## config.mk

```make
export PLATFORM = sky130hd
export DESIGN_NAME = mem_arbiter
export DESIGN_NICKNAME = d
export VERILOG_FILES = /design/src/rtl/mem_arbiter.sv
export SDC_FILE = /design/constraint.sdc
export NUM_CORES = 1
export LEC_CHECK = 0
export BUFFER_PORTS_ARGS = -buffer_cell sky130_fd_sc_hd__buf_2
export CAP_MARGIN = 30
export CORE_MARGIN = 5
export CORE_UTILIZATION = 45
export DETAILED_ROUTE_END_ITERATION = 16
export PLACE_DENSITY = 0.8
export SETUP_SLACK_MARGIN = 0.3
export SLEW_MARGIN = 25
export SYNTH_ARGS = -nofsm -noshare
export SYNTH_HDL_FRONTEND = slang
export SYNTH_SLANG_ARGS = --single-unit
```

## constraint.sdc

```tcl
create_clock -name clk -period 2.16 [get_ports clk]
set_clock_uncertainty 0.05 [all_clocks]
set_input_delay 0.216 -clock clk [delete_from_list [all_inputs] [get_ports clk]]
set_output_delay 0.216 -clock clk [all_outputs]
set_load 0.01 [all_outputs]
```

## src/rtl/mem_arbiter.sv

```systemverilog
// mem_arbiter
// Shares a single mem_system request port between an instruction port (I)
// and a data port (D). An idle arbiter forwards the winning request straight
// through in the same cycle, so a grant costs no latency. A transaction that
// does not finish in its grant cycle is owned until memDone, with the request
// fields replayed from a latch. D normally wins a tie, but after MAX_CONSEC
// back-to-back D grants taken while I was waiting, I gets the next grant.
//
// Ports
//   clk, rst                      clock, synchronous active-high reset
//   iAddr/iDataIn/iRd/iWr         I-port request
//   iDataOut/iDone/iStall/iCacheHit  I-port response and status
//   dAddr/dDataIn/dRd/dWr         D-port request
//   dDataOut/dDone/dStall/dCacheHit  D-port response and status
//   memAddr/memDataIn/memRd/memWr request toward mem_system
//   memDataOut/memDone/memStall/memCacheHit/memErr  mem_system response
//   err                           combinational protocol/downstream error
module mem_arbiter #(
    parameter int unsigned MAX_CONSEC = 2
) (
    input  logic        clk,
    input  logic        rst,
    input  logic [15:0] iAddr,
    input  logic [15:0] iDataIn,
    input  logic        iRd,
    input  logic        iWr,
    output logic [15:0] iDataOut,
    output logic        iDone,
    output logic        iStall,
    output logic        iCacheHit,
    input  logic [15:0] dAddr,
    input  logic [15:0] dDataIn,
    input  logic        dRd,
    input  logic        dWr,
    output logic [15:0] dDataOut,
    output logic        dDone,
    output logic        dStall,
    output logic        dCacheHit,
    output logic [15:0] memAddr,
    output logic [15:0] memDataIn,
    output logic        memRd,
    output logic        memWr,
    input  logic [15:0] memDataOut,
    input  logic        memDone,
    input  logic        memStall,
    input  logic        memCacheHit,
    input  logic        memErr,
    output logic        err
);

    typedef enum logic [1:0] {IDLE, OWN_I, OWN_D} state_t;

    state_t      state_q, state_d;
    logic [3:0]  consec_cnt_q, consec_cnt_d;
    logic [15:0] lat_addr_q, lat_addr_d;
    logic [15:0] lat_data_q, lat_data_d;
    logic        lat_rd_q, lat_rd_d;
    logic        lat_wr_q, lat_wr_d;

    logic        i_req, d_req;
    logic        own_i, own_d;
    logic [15:0] sel_addr, sel_data;
    logic        sel_rd, sel_wr;
    logic        mem_active;

    // memStall carries no extra information beyond memDone for this arbiter
    logic unused_mem_stall;
    assign unused_mem_stall = memStall;

    // State, streak counter and request latch; everything clears on reset
    always_ff @(posedge clk) begin
        if (rst) begin
            state_q      <= IDLE;
            consec_cnt_q <= 4'd0;
            lat_addr_q   <= 16'd0;
            lat_data_q   <= 16'd0;
            lat_rd_q     <= 1'b0;
            lat_wr_q     <= 1'b0;
        end else begin
            state_q      <= state_d;
            consec_cnt_q <= consec_cnt_d;
            lat_addr_q   <= lat_addr_d;
            lat_data_q   <= lat_data_d;
            lat_rd_q     <= lat_rd_d;
            lat_wr_q     <= lat_wr_d;
        end
    end

    // Arbitration, next state and every output. In IDLE the winner's live
    // request is routed to mem*; while owned, the latched copy is replayed so
    // the master can no longer disturb the transaction in flight.
    always_comb begin
        i_req        = iRd | iWr;
        d_req        = dRd | dWr;
        state_d      = state_q;
        consec_cnt_d = consec_cnt_q;
        lat_addr_d   = lat_addr_q;
        lat_data_d   = lat_data_q;
        lat_rd_d     = lat_rd_q;
        lat_wr_d     = lat_wr_q;
        own_i        = 1'b0;
        own_d        = 1'b0;
        sel_addr     = 16'd0;
        sel_data     = 16'd0;
        sel_rd       = 1'b0;
        sel_wr       = 1'b0;

        case (state_q)
            IDLE: begin
                // D wins ties until its streak against a waiting I is used up
                if (d_req && !(i_req && consec_cnt_q == 4'(MAX_CONSEC))) begin
                    own_d        = 1'b1;
                    sel_addr     = dAddr;
                    sel_data     = dDataIn;
                    sel_rd       = dRd;
                    sel_wr       = dWr;
                    consec_cnt_d = i_req ? 4'(consec_cnt_q + 4'd1) : 4'd0;
                    if (!memDone) state_d = OWN_D;
                end else if (i_req) begin
                    own_i        = 1'b1;
                    sel_addr     = iAddr;
                    sel_data     = iDataIn;
                    sel_rd       = iRd;
                    sel_wr       = iWr;
                    consec_cnt_d = 4'd0;
                    if (!memDone) state_d = OWN_I;
                end
                if (own_i || own_d) begin
                    lat_addr_d = sel_addr;
                    lat_data_d = sel_data;
                    lat_rd_d   = sel_rd;
                    lat_wr_d   = sel_wr;
                end
            end
            OWN_I, OWN_D: begin
                own_i    = (state_q == OWN_I);
                own_d    = (state_q == OWN_D);
                sel_addr = lat_addr_q;
                sel_data = lat_data_q;
                sel_rd   = lat_rd_q;
                sel_wr   = lat_wr_q;
                if (memDone) state_d = IDLE;
            end
            default: state_d = IDLE;
        endcase

        // A simultaneous read+write request is issued as a read only
        memAddr    = sel_addr;
        memDataIn  = sel_data;
        memRd      = sel_rd;
        memWr      = sel_wr & ~sel_rd;
        mem_active = memRd | memWr;

        iDone     = own_i & memDone;
        dDone     = own_d & memDone;
        iDataOut  = iDone ? memDataOut : 16'd0;
        dDataOut  = dDone ? memDataOut : 16'd0;
        iCacheHit = iDone & memCacheHit;
        dCacheHit = dDone & memCacheHit;
        iStall    = i_req & ~iDone;
        dStall    = d_req & ~dDone;

        err = (iRd & iWr) | (dRd & dWr) | memErr | (memDone & ~mem_active)
            | ((state_q == OWN_I) & ~i_req) | ((state_q == OWN_D) & ~d_req);

        // Reset silences every output in the cycle it is asserted
        if (rst) begin
            memAddr   = 16'd0;
            memDataIn = 16'd0;
            memRd     = 1'b0;
            memWr     = 1'b0;
            iDone     = 1'b0;
            dDone     = 1'b0;
            iDataOut  = 16'd0;
            dDataOut  = 16'd0;
            iCacheHit = 1'b0;
            dCacheHit = 1'b0;
            iStall    = 1'b0;
            dStall    = 1'b0;
            err       = 1'b0;
        end
    end

endmodule
```

## Word level (Yosys, flattened, before mapping)

Index checks and enable logic that the tools add are counted.

| word-level totals | value |
|---|---|
| bits in registers | 40 |
| input port bits | 90 |
| output and inout bits | 73 |
| word-level logic and storage cells | 93 |

| cells by class | value |
|---|---|
| add/sub/neg operators | 1 |
| equal/unequal tests | 7 |
| multiplexer cells | 43 |
| bitwise logic cells | 26 |
| reductions and logical operators | 10 |

Operator list:

| cell | number |
|---|---|
| 16-bit two-way mux | 10 |
| 16-bit one-hot mux with 2 select lines | 2 |
| 1-bit two-way mux | 18 |
| 1-bit AND | 12 |
| 4-bit two-way mux | 3 |
| 2-bit two-way mux | 5 |
| 3-bit inequality test, second input constant | 3 |
| 1-bit bitwise OR | 8 |
| 1-bit one-hot mux with 2 select lines | 4 |
| 1-bit inverter | 6 |
| 4-bit by 1-bit adder with 4-bit output, second input constant | 1 |
| 4-bit by 2-bit equality test with 1-bit output, second input constant | 1 |
| 2-bit one-hot mux with 2 select lines | 1 |
| 2-bit AND reduction | 2 |
| 4-bit AND reduction | 1 |
| 2-bit by 1-bit equality test with 1-bit output, second input constant | 1 |
| 2-bit equality test, second input constant | 1 |
| 1-bit logical AND | 2 |
| 2-bit logical NOT | 1 |
| 2-bit inequality test, second input constant | 1 |
| 2-bit nonzero test | 1 |
| 2-bit OR reduction | 1 |
| 1-bit logical NOT | 1 |
| 1-bit logical OR | 1 |

## Logic depth before layout (Yosys ltp)

| logic depth | value |
|---|---|
| depth in word-level cells | 15 |
| mapped depth | 9 |
| mapped depth without buffers | 7 |

## Worst setup path before layout

No wires, ideal clock.

| timing path | value |
|---|---|
| path type | register -> output |
| from | register consec_cnt_q[0] |
| to | output err |
| arrival | 1889 ps |
| required time | 1894 ps |
| setup slack | 5 ps |
| cell stages (with the launch flop) | 9 |
| path buffers | 1 |
| cell sequence | dfxtp_1 -> inv_1 -> ha_1 -> or3b_1 -> buf_6 -> o21a_4 -> a221oi_2 -> a211oi_1 -> nor3_1 |

| between the ends | value |
|---|---|
| longest elaborated chain between the ends | 15 |
| elaborated cells on any way between the ends | 17 |
| those cells by class | 1 x eq/ne; 5 x mux; 8 x bitwise; 3 x reduce/logical |

RTL lines:

| element | RTL line | source |
|---|---|---|
| from (decl) | 54 | `logic [3:0] consec_cnt_q, consec_cnt_d;` |
| from (signal assigned) | 81 | `consec_cnt_q <= consec_cnt_d;` |
| 4-bit by 2-bit equality test with 1-bit output (*) | 111 | `if (d_req && !(i_req && consec_cnt_q == 4'(MAX_CONSEC))) begin` |
| 1-bit logical AND (*) | 111 |  |
| 1-bit logical NOT (*) | 111 |  |
| 1-bit logical AND (*) | 111 |  |
| 1-bit two-way mux | 111 |  |
| 1-bit one-hot mux with 2 select lines | 108 | `case (state_q)` |
| 1-bit inverter | 151 | `memWr = sel_wr & ~sel_rd;` |
| 1-bit AND | 151 |  |
| 1-bit bitwise OR (*) | 152 | `mem_active = memRd \| memWr;` |
| 1-bit inverter (*) | 163 | `err = (iRd & iWr) \| (dRd & dWr) \| memErr \| (memDone & ~mem_active)` |
| 1-bit AND (*) | 163 |  |
| 1-bit bitwise OR (*) | 163 |  |
| 1-bit bitwise OR (*) (2 in series) | 164 | `\| ((state_q == OWN_I) & ~i_req) \| ((state_q == OWN_D) & ~d_req);` |
| 1-bit two-way mux (*) | 167 | `if (rst) begin` |
| to (decl) | 48 | `output logic err` |

Every way passes the cells marked *; elsewhere a longest branch is shown, timed or not.

## Worst setup path after layout

| timing path | value |
|---|---|
| from | register consec_cnt_q[0] |
| to | output memAddr[4] |

| between the ends | value |
|---|---|
| longest elaborated chain between the ends | 7 |

RTL lines:

| element | RTL line | source |
|---|---|---|
| 4-bit by 2-bit equality test with 1-bit output | 111 |  |
| 1-bit logical AND | 111 |  |
| 1-bit logical NOT | 111 |  |
| 1-bit logical AND | 111 |  |
| 16-bit two-way mux | 111 |  |
| 16-bit one-hot mux with 2 select lines | 108 |  |
| 16-bit two-way mux | 167 |  |
| to (decl) | 39 | `output logic [15:0] memAddr,` |

Every way passes these cells.

==> flow_summary.html <==
<table>
<tr><th>Metric</th><th>Value</th></tr>
<tr><th colspan="2">Cells and area</th></tr>
<tr><td>Core Util, Final</td><td>83.7%</td></tr>
<tr><td>Share of layout cells above drive strength 1</td><td>66.6%</td></tr>
<tr><td>Ant diodes</td><td>0</td></tr>
<tr><td>Filler Cells Inserted</td><td>331</td></tr>
<tr><td>Area delta synth-&gt;final</td><td>77.9%</td></tr>
<tr><td>Number of nets at the end of the flow</td><td>661</td></tr>
<tr><th colspan="2">Logic synthesis</th></tr>
<tr><td>Average cell area after synthesis</td><td>7.68 sq um</td></tr>
<tr><td>Share of synthesized cell area in full adder, half adder and majority cells</td><td>2.66%</td></tr>
<tr><td>List of most frequent post-synthesis cells</td><td>nor2_1, dfxtp_1, nand2_1, and2_1, a21oi_1</td></tr>
<tr><td>Netlist area before placement</td><td>about 0.0028 sq mm</td></tr>
<tr><td>Number of warning messages in the yosys log</td><td>0</td></tr>
<tr><td>Top FF cell, synth</td><td>dfxtp_1</td></tr>
<tr><td>Top cells by area in the synthesized netlist</td><td>dfxtp_1, a211oi_2, and2_1</td></tr>
<tr><td>Number of synthesized flops with an enable pin</td><td>0</td></tr>
<tr><td>Most frequent cell after synthesis</td><td>nor2_1</td></tr>
<tr><td>Dominant combinational cell family by area after synthesis</td><td>compound AO/OA/AOI/OAI gates</td></tr>
<tr><td>Share of synthesized area occupied by flip-flops and latches</td><td>~28%</td></tr>
<tr><td>Cell taking the most area after synthesis</td><td>dfxtp_1</td></tr>
<tr><td>Share of synthesized cell area in and, or, nand and nor gates</td><td>between 20 and 30%</td></tr>
<tr><td>Proportion of netlist area held by the largest area contributor</td><td>28.4%</td></tr>
<tr><td>Area share of xor/xnor cells in the synthesized design</td><td>0%</td></tr>
<tr><td>Compound-Gate Fraction of Synth Area</td><td>roughly 33%</td></tr>
<tr><td>Post-Syn Nets</td><td>roughly 460</td></tr>
<tr><td>Async set or reset register ratio after synthesis</td><td>0%</td></tr>
<tr><td>Post-synthesis mux area share</td><td>approximately 1.4%</td></tr>
<tr><td>Flop and latch count out of synthesis</td><td>40</td></tr>
<tr><td>Distinct cell type count of the synthesized netlist</td><td>41</td></tr>
<tr><td>Post-Syn Instances</td><td>between 300 and 400</td></tr>
<tr><th colspan="2">Worst setup path</th></tr>
<tr><td>Data required time of the critical path</td><td>roughly 1.9 ns</td></tr>
<tr><td>Capture point of the worst reg-to-reg path</td><td>lat_data_q[11]</td></tr>
<tr><td>WP data arrival</td><td>between 2 and 2.5 ns</td></tr>
<tr><td>CP max FO</td><td>5</td></tr>
<tr><td>Startpoint of the worst setup timing path</td><td>consec_cnt_q[0]</td></tr>
<tr><td>Register-to-register setup slack</td><td>-0.02 ns</td></tr>
<tr><td>Length in cells of the worst reg-to-reg path</td><td>11</td></tr>
<tr><td>Crit path capture type</td><td>primary output</td></tr>
<tr><td>Worst Setup Path Type</td><td>reg -&gt; out</td></tr>
<tr><td>Reg-to-Reg Start</td><td>consec_cnt_q[0]</td></tr>
<tr><td>Critical path startpoint category</td><td>flop</td></tr>
<tr><th colspan="2">Die</th></tr>
<tr><td>Die Height</td><td>about 89 um</td></tr>
<tr><td>Die outline width</td><td>~89 um</td></tr>
<tr><td>Core Box Area</td><td>between 0.005 and 0.006 sq mm</td></tr>
<tr><td>Ports placed on the boundary</td><td>~160</td></tr>
<tr><td>Cell Rows</td><td>28</td></tr>
<tr><td>Initial Util</td><td>between 40% and 50%</td></tr>
<tr><td>Die area</td><td>between 0.007 and 0.008 sq mm</td></tr>
<tr><th colspan="2">Worst hold path</th></tr>
<tr><td>Worst Min Path Start</td><td>dDataIn[8]</td></tr>
<tr><td>Worst hold path class</td><td>in -&gt; reg</td></tr>
<tr><td>End point of the most critical hold path</td><td>lat_data_q[8]</td></tr>
<tr><td>Hold path cells</td><td>3</td></tr>
<tr><th colspan="2">Timing</th></tr>
<tr><td>RSZ-0062 raised after global routing</td><td>yes</td></tr>
<tr><td>Final Worst Setup Slack</td><td>-0.406 ns</td></tr>
<tr><td>Upper clock frequency limit</td><td>roughly 0.39 GHz</td></tr>
<tr><td>Total setup violations reported at the end of the flow</td><td>74</td></tr>
<tr><td>Total count of max-transition violations in the final report</td><td>0</td></tr>
<tr><td>Post-layout minimum cycle time</td><td>about 2.6 ns</td></tr>
<tr><td>Max-Slew Margin vs Limit</td><td>51.0%</td></tr>
<tr><td>Final count of hold timing violations</td><td>0</td></tr>
<tr><td>Share of the cycle needed by the critical path after routing</td><td>119%</td></tr>
<tr><td>Worst-margin pin slew</td><td>roughly 0.73 ns</td></tr>
<tr><th colspan="2">Power</th></tr>
<tr><td>Reg power frac</td><td>about 29%</td></tr>
<tr><td>Post-layout power</td><td>3.22 mW</td></tr>
<tr><td>Switching share of total power</td><td>39.3%</td></tr>
<tr><td>Switching power</td><td>roughly 1.3 mW</td></tr>
<tr><td>Total power per unit cell area</td><td>about 640 mW/mm^2</td></tr>
<tr><td>Static leakage</td><td>roughly 2.3 nW</td></tr>
<tr><td>Relative contribution of the clock network to total power</td><td>between 10% and 20%</td></tr>
<tr><td>Combinational cell fraction of total power</td><td>54.1%</td></tr>
<tr><td>Worst IR drop on VDD</td><td>~0.00045 V</td></tr>
<tr><td>Internal Power</td><td>about 2.0 mW</td></tr>
<tr><th colspan="2">GRT</th></tr>
<tr><td>Antenna violations before repair</td><td>0</td></tr>
<tr><td>Total routing resource utilization after global routing</td><td>between 20% and 30%</td></tr>
<tr><td>Pin count of the biggest net entering global routing</td><td>30</td></tr>
<tr><td>Total gr overflow</td><td>0</td></tr>
<tr><td>First-pass GRT wire length</td><td>between 15000 and 20000 um</td></tr>
<tr><td>Vias in the first global route</td><td>between 3000 and 4000</td></tr>
<tr><th colspan="2">Route</th></tr>
<tr><td>Routed Wire Length</td><td>~12000 um</td></tr>
<tr><td>DR pass1 iterations</td><td>5</td></tr>
<tr><td>Average routed wire per standard cell</td><td>between 15 and 20 um</td></tr>
<tr><td>Initial detailed-routing violation count</td><td>~170</td></tr>
<tr><td>DRC Markers</td><td>0</td></tr>
<tr><td>Number of vias per cell</td><td>around 5.6</td></tr>
<tr><td>Via Count</td><td>between 3000 and 4000</td></tr>
<tr><td>DRT antenna net count</td><td>0</td></tr>
<tr><th colspan="2">Clocking</th></tr>
<tr><td>Latest clock arrival within the worst-skew pair</td><td>0.30 ns</td></tr>
<tr><td>Register clock-pin slew on the reported worst setup and hold paths</td><td>about 0.090 ns</td></tr>
<tr><td>Clock Tree Root</td><td>clkbuf_8</td></tr>
<tr><td>Clock buffers created by TritonCTS</td><td>5</td></tr>
<tr><td>Buffer levels on the longest clock path</td><td>2</td></tr>
<tr><td>Hold-fix buffers, CTS</td><td>0</td></tr>
<tr><td>CTS tree</td><td>built</td></tr>
<tr><td>Number of H-tree levels</td><td>2</td></tr>
<tr><td>Clk sinks</td><td>40</td></tr>
<tr><th colspan="2">Outcome</th></tr>
<tr><td>Violations in the final reports</td><td>setup timing</td></tr>
<tr><td>Run status</td><td>finished with violations</td></tr>
<tr><th colspan="2">Job</th></tr>
<tr><td>Max_cap viols</td><td>0</td></tr>
<tr><th colspan="2">Placement</th></tr>
<tr><td>Port Buffer Count</td><td>161</td></tr>
<tr><td>Detailed-placement wirelength estimate</td><td>between 7000 and 8000 um</td></tr>
<tr><td>Gpl congestion</td><td>about 0.91</td></tr>
</table>
## state kept, by name (all words and copies together) (netlist names)
name / flops
consec_cnt_q: 4
lat_data_q: 16
state_q: 2
lat_wr_q: 1
lat_addr_q: 16
lat_rd_q: 1
## timing repair
action | CTS | global route
buffers inserted | 6 | 10
resized for setup | 31 | 63
endpoints found under the setup margin | 106 | 110
pin swaps | 13 | 22
cloned | 4 | 2
hold endpoints to repair | 0 | 0
## cell type report
cell class | count | area [sq um] | share of cell area [%]
repair buffers | 217 | 1580 | 31.6
flip-flops and latches | 40 | 803 | 16.0
clock inverters | 2 | 13.8 | 0.275
inverters | 5 | 18.8 | 0.374
multi-input cells | 296 | 2420 | 48.2
clock buffers | 6 | 82.6 | 1.65
well taps | 75 | 93.8 | 1.87
## power groups by stage
stage | clock, mW | combinational, mW | sequential [mW]
final | 0.546 | 1.74 | 0.930
after global routing | 0.585 | 1.86 | 0.943
after CTS | 0.550 | 1.54 | 0.925
after detailed placement | 0 | 1.39 | 0.939
after global placement | 0 | 1.36 | 0.931
after floorplan | 0 | 0.880 | 0.932
## cells by family after synthesis
logic type	after synthesis
AOI/OAI and AO/OA	124
adders and majority gates	6
buffers and inverters	35
DFF	40
muxes	4
and+or+nand+nor	158
## worst max-delay path by stage
stage	endpoint	slack (ns)	depth (start not counted)
floorplan	memAddr[0]	0.14	5
global placement	dDataOut[15]	-0.01	9
detailed placement	dDataOut[1]	-0.06	9
CTS	memAddr[4]	-0.33	10
global route	memAddr[11]	-0.50	11
finish	memAddr[4]	-0.41	11
## critical path: stages, from the launching register on
cell,delay (ns)
dfxtp_2,0.33
inv_2,0.06
ha_1,0.13
or3b_4,0.39
buf_6,0.15
o21ai_4,0.16
buf_12,0.15
clkbuf_16,0.14
and3_4,0.17
a21oi_2,0.05
o21ai_2,0.13
buf_2,0.16
## cell usage in the layout (no fill, tap or decap), types with 8 or more instances in the layout
master      n
a21oi_2    23
buf_12      9
nor2_1     45
buf_2     133
buf_6      37
and2_4     28
a211oi_2   25
nand2_1    37
and3_4     18
o21ai_2    24
buf_4      36
and3_1     10
a22o_1      8
dfxtp_1    38
## per-stage QoR
| step | std cells | setup slack (ns) | setup TNS, ns | area, sq um | hold WS (ns) |
|---|---|---|---|---|---|
| after floorplan | 367 | 0.142 | 0 | 3110 | 0.326 |
| after global placement | 611 | -0.0137 | -0.0853 | 4240 | 0.426 |
| after detailed placement | 611 | -0.0558 | -0.659 | 4240 | 0.441 |
| after CTS | 629 | -0.330 | -16.22 | 4570 | 0.206 |
| after global routing | 641 | -0.497 | -32.05 | 5010 | 0.217 |
| final | 641 | -0.406 | -25.93 | 5010 | 0.200 |
## layer usage
metal | share of wire (%) | vias up | GRT usage [%]
li1 | - | 1717 | -
met1 | 36 | 1687 | 28.4
met2 | 54 | 172 | 47.4
met3 | 7.6 | 27 | 5.53
met4 | 2.5 | 0 | 11.0
met5 | 0 | - | 0
No activity file was read; power rests on OpenSTA's default activity.
